`src/rtl/wb_reg_file_pkg.sv`:
```
// wb_reg_file_pkg: shared widths and write-back select encodings for the write-back stage.
package wb_reg_file_pkg;
   localparam int DATA_W_DEF   = 8;
   localparam int ADDR_W_DEF   = 3;
   localparam int NUM_REGS     = 2 ** ADDR_W_DEF;
   localparam logic WB_SEL_SHIFT = 1'b1;
   localparam logic WB_SEL_MOVE  = 1'b0;
endpackage

```
`src/rtl/wb_reg_file_select.sv`:
```
// wb_select: 2:1 write-back mux choosing the shifter result or the moved operand.
module wb_select
   import wb_reg_file_pkg::*;
#(
   parameter int DATA_W = DATA_W_DEF
) (
   input  logic              sel,
   input  logic [DATA_W-1:0] shift_result,
   input  logic [DATA_W-1:0] data1,
   output logic [DATA_W-1:0] wb_data
);
   always_comb wb_data = (sel == WB_SEL_SHIFT) ? shift_result : data1;
endmodule

```
`src/rtl/wb_reg_file.sv`:
```
// wb_reg_file: write-back stage and register file with same-cycle write-through to decode
// and hit flags for the execute-stage forwarding unit.
module wb_reg_file
   import wb_reg_file_pkg::*;
#(
   parameter int DATA_W           = DATA_W_DEF,
   parameter int ADDR_W           = ADDR_W_DEF,
   parameter int RESET_INIT_INDEX = 1
) (
   input  logic              Clk,
   input  logic              Reset,
   input  logic [DATA_W-1:0] EX_WB_Shift_Result,
   input  logic [DATA_W-1:0] EX_WB_Data1,
   input  logic              EX_WB_RegWrite,
   input  logic              EX_WB_SMCtrl,
   input  logic [ADDR_W-1:0] EX_WB_Write_Reg_Num,
   input  logic [ADDR_W-1:0] Read_Reg_Num1,
   input  logic [ADDR_W-1:0] Read_Reg_Num2,
   output logic [DATA_W-1:0] Read_Data1,
   output logic [DATA_W-1:0] Read_Data2,
   output logic [DATA_W-1:0] WB_Data,
   output logic              WB_Fwd_Hit1,
   output logic              WB_Fwd_Hit2
);
   logic [DATA_W-1:0] regs [2**ADDR_W];

   wb_select #(.DATA_W(DATA_W)) u_sel (
      .sel          (EX_WB_SMCtrl),
      .shift_result (EX_WB_Shift_Result),
      .data1        (EX_WB_Data1),
      .wb_data      (WB_Data)
   );

   always_ff @(posedge Clk or negedge Reset)
      if (!Reset)
         for (int k = 0; k < 2**ADDR_W; k++)
            regs[k] <= (RESET_INIT_INDEX != 0) ? DATA_W'(k) : '0;
      else if (EX_WB_RegWrite)
         regs[EX_WB_Write_Reg_Num] <= WB_Data;

   // Gating with Reset keeps the bypass from exposing a write that will never commit.
   always_comb begin
      WB_Fwd_Hit1 = Reset & EX_WB_RegWrite & (EX_WB_Write_Reg_Num == Read_Reg_Num1);
      WB_Fwd_Hit2 = Reset & EX_WB_RegWrite & (EX_WB_Write_Reg_Num == Read_Reg_Num2);
      Read_Data1  = WB_Fwd_Hit1 ? WB_Data : regs[Read_Reg_Num1];
      Read_Data2  = WB_Fwd_Hit2 ? WB_Data : regs[Read_Reg_Num2];
   end
endmodule

```
`config.mk`:
```
export PLATFORM = sky130hd
export DESIGN_NAME = wb_reg_file
export DESIGN_NICKNAME = d
export VERILOG_FILES = /design/src/rtl/wb_reg_file_pkg.sv /design/src/rtl/wb_reg_file_select.sv /design/src/rtl/wb_reg_file.sv
export SDC_FILE = /design/constraint.sdc
export NUM_CORES = 1
export LEC_CHECK = 0
export CAP_MARGIN = 20
export CORE_UTILIZATION = 55
export DETAILED_ROUTE_END_ITERATION = 6
export GPL_TIMING_DRIVEN = 1
export HOLD_SLACK_MARGIN = 0.05
export PLACE_DENSITY = 0.8
export SYNTH_ARGS = -nofsm -noshare
export SYNTH_HDL_FRONTEND = slang
export SYNTH_SLANG_ARGS = --single-unit
export TNS_END_PERCENT = 5
```
`constraint.sdc`:
```
create_clock -name Clk -period 2.61 [get_ports Clk]
set_input_delay 0.783 -clock Clk [delete_from_list [all_inputs] [get_ports Clk]]
set_output_delay 0.783 -clock Clk [all_outputs]
set_load 0.01 [all_outputs]
```
==> flow_summary_export.csv <==
group,metric,value,unit
clock_network,h-tree-depth,3,
power,p_total,3350,uW
routing,drc,0,
finish,regMostFlops,"regs",
power,irDropWorstVdd,0.700,mV
floorplanning,io_pins,55,
logic_synthesis,synth_area,3830,sq um
finish,layout_common_cells,"52 x dfrtp_1, 50 x buf_4, 37 x mux2i_1",
clock_network,cts.clk_slew.worst_paths,0.07,ns
place,placed_cells,469,
timing,setup_ws,-0.383,ns
routing,dr.pass1.iters,5,
routing,via_per_inst,6.31,
timing,worst_pin_slew,0.787,ns
place,port-buffer-count,54,
finish,layout.cells.non_filler,505,
global_route,grt_antenna_before_repair,0,
critical_path,rr_worst_depth,2,
logic_synthesis,syn_inst,325,
floorplanning,die-height,85.4,microns
clock_network,clock-sinks,64,
clock_network,clockBufferDepth,2,
critical_path,crit_path_max_fanout,3,
timing,relSlewSlack,47.6,%
power,power_density,657,nW/um^2
routing,drt-total-wl,11100,microns
global_route,grt_pass1_wl,17100,microns
finish,largest_reg_flops,64,
timing,timing.fmax,334,MHz
timing,hold_viol_final,0,
critical_path,cp_cell_sequence,"buf_12, buf_12, xor2_4, nor4_4, buf_6, buf_6, mux2i_2, buf_2",
critical_path,max_stage_delay,0.33,ns
min_path,hold_class,"register to register",
clock_network,cts_tree,"built",
floorplanning,start_util,56.7,%
global_route,grt_pass1_vias,3155,
timing,min_period,2.99,ns
finish,synthToLayoutAreaGrowth,33.0,%
critical_path,end_kind,"primary output",
logic_synthesis,ys.flop_type,"dfrtp_1",
global_route,grt_usage,32.5,%
finish,final_nets,449,
floorplanning,dieArea,7300,sq um
routing,wl_per_cell,22.0,microns
power,p_leak,0.00229,uW
logic_synthesis,synth.distinct_cells,21,
finish,top_regs,"regs: 64 flops",
global_route,overflow,0,
routing,drt_iter0_markers,192,
finish,drive_above_1_share,34.8,%
finish,layout_commonest_cell,"dfrtp_1",
status,violations,"negative setup slack",
floorplanning,die_x,85.4,microns
status,outcome,"complete, but fails checks",
clock_network,worstSkewPairLatency,0.34,ns
logic_synthesis,synth-edff-count,0,
critical_path,cp_data_arrival_time,2.21,ns
timing,finalSetupViolCount,17,
floorplanning,core-area,6760,sq um
finish,antenna_cells,0,
clock_network,numCtsBuffers,9,
critical_path,worstSetupPathType,"primary input to primary output",
flow_run,cap_violations,0,
clock_network,cts-root-buf,"clkbuf_8",
place,place_hpwl,6720,microns
critical_path,worstPathRequired,1.83,ns
logic_synthesis,synth.avg_cell_area,11.8,sq um
timing,slew_violations,0,
routing,postRouteAntennaNets,0,
timing,period_share,115,%
logic_synthesis,yosysSeqAreaShare,42.2,%
floorplanning,num_rows,30,
logic_synthesis,synth-async-reset-ratio,100,%
logic_synthesis,syn_nets,354,
timing,rsz0062_at_grt,"yes",
global_route,grt_start_max_net_pins,65,
logic_synthesis,ys.warnings.count,0,
timing,skew,0,ns
critical_path,startpoint_type,"primary input",
critical_path,critical-path-slowest-cell,"nor4_4",
min_path,holdPathStages,2,
logic_synthesis,ys_seq_elements,64,
place,gp_congestion,0.763,
routing,via_count,3189,
## metal layers
layer  part of all wire, %  wire, microns  global-route usage (%)
met3                   9.0            995                    6.42
met5                     0              0                       0
met4                   3.1            346                    17.1
met1                    37           4140                    41.4
met2                    51           5630                    53.0
## per-stage QoR
step	TNS (ns)	area [sq um]	worst slack (ns)	utilization (%)	hold WS (ns)
6_report	-4.17	5090	-0.383	75.4	0.493
5_1_grt	-5.15	5090	-0.424	75.4	0.523
4_1_cts	-3.49	5050	-0.307	74.7	0.492
3_5_place_dp	-22.35	4650	-1.20	68.9	0.482
3_3_place_gp	-21.90	4650	-1.17	68.9	0.471
2_1_floorplan	-0.670	3830	-0.0487	-	0.455
## synthesized netlist by cell type (4+ instances only)
master	instances	area share [%]
o21ai_0	32	4.2
dfrtp_1	52	34
mux2i_1	40	10
xor2_1	6	1.4
inv_1	8	0.78
clkbuf_2	4	0.52
clkbuf_1	12	1.2
buf_4	7	1.4
buf_2	9	1.2
mux4_1	32	22
nand2_1	33	3.2
nor2_1	32	3.1
dfstp_2	12	8.2
a21oi_1	32	4.2
## where the power goes
part	internal, uW	switching, uW	total, uW	leakage [uW]
registers	1230	175	1400	0.000737
clock network	590	392	981	0.000114
logic	523	439	962	0.00144
total	2340	1010	3350	0.00229
## what timing repair did
item                       in CTS  in global routing
setup endpoints to repair      26                 25
resized for setup             168                 12
gates cloned                    3                  0
setup buffers                  15                  2
hold buffers                    0                  0
pin swaps                       4                  1
## final timing paths
path | slack [ns] | from | to
max | -0.38 | Read_Reg_Num2[0] | Read_Data2[7]
min | 0.49 | regs[0] | regs[0]
max reg2reg | 1.81 | regs[48] | regs[48]
min reg2reg | 0.49 | regs[0] | regs[0]
max in group asynchronous | 1.44 | Reset | regs[27]
min in group asynchronous | 0.66 | Reset | regs[40]
## final cells by class
cell class	count	area, sq um
Clock buffer	13	159
Clock inverter	3	65.1
Fill cell	442	1660
Inverter	8	30.0
Multi-Input combinational cell	217	2040
Sequential cell	64	1620
Tap cell	80	100
Timing Repair Buffer	120	1090
## logic make-up after synthesis
| logic type | Yosys count | share of synthesized area (%) |
|---|---|---|
| AND/OR/NAND/NOR | 75 | 8.95 |
| multiplexers | 72 | 32.4 |
| AO/OA/AOI/OAI | 64 | 8.37 |
| flip-flops | 64 | 42.2 |
| buffers and inverters | 44 | 6.67 |
| XOR/XNOR | 6 | 1.37 |
## worst max-delay path: cells and delay by family
kind,cells,cell delay (ns)
buffers and inverters,5,0.73
muxes,1,0.23
and+or+nand+nor,1,0.33
xor gates and xnor gates,1,0.15
Power figures use the tool's default switching activity.
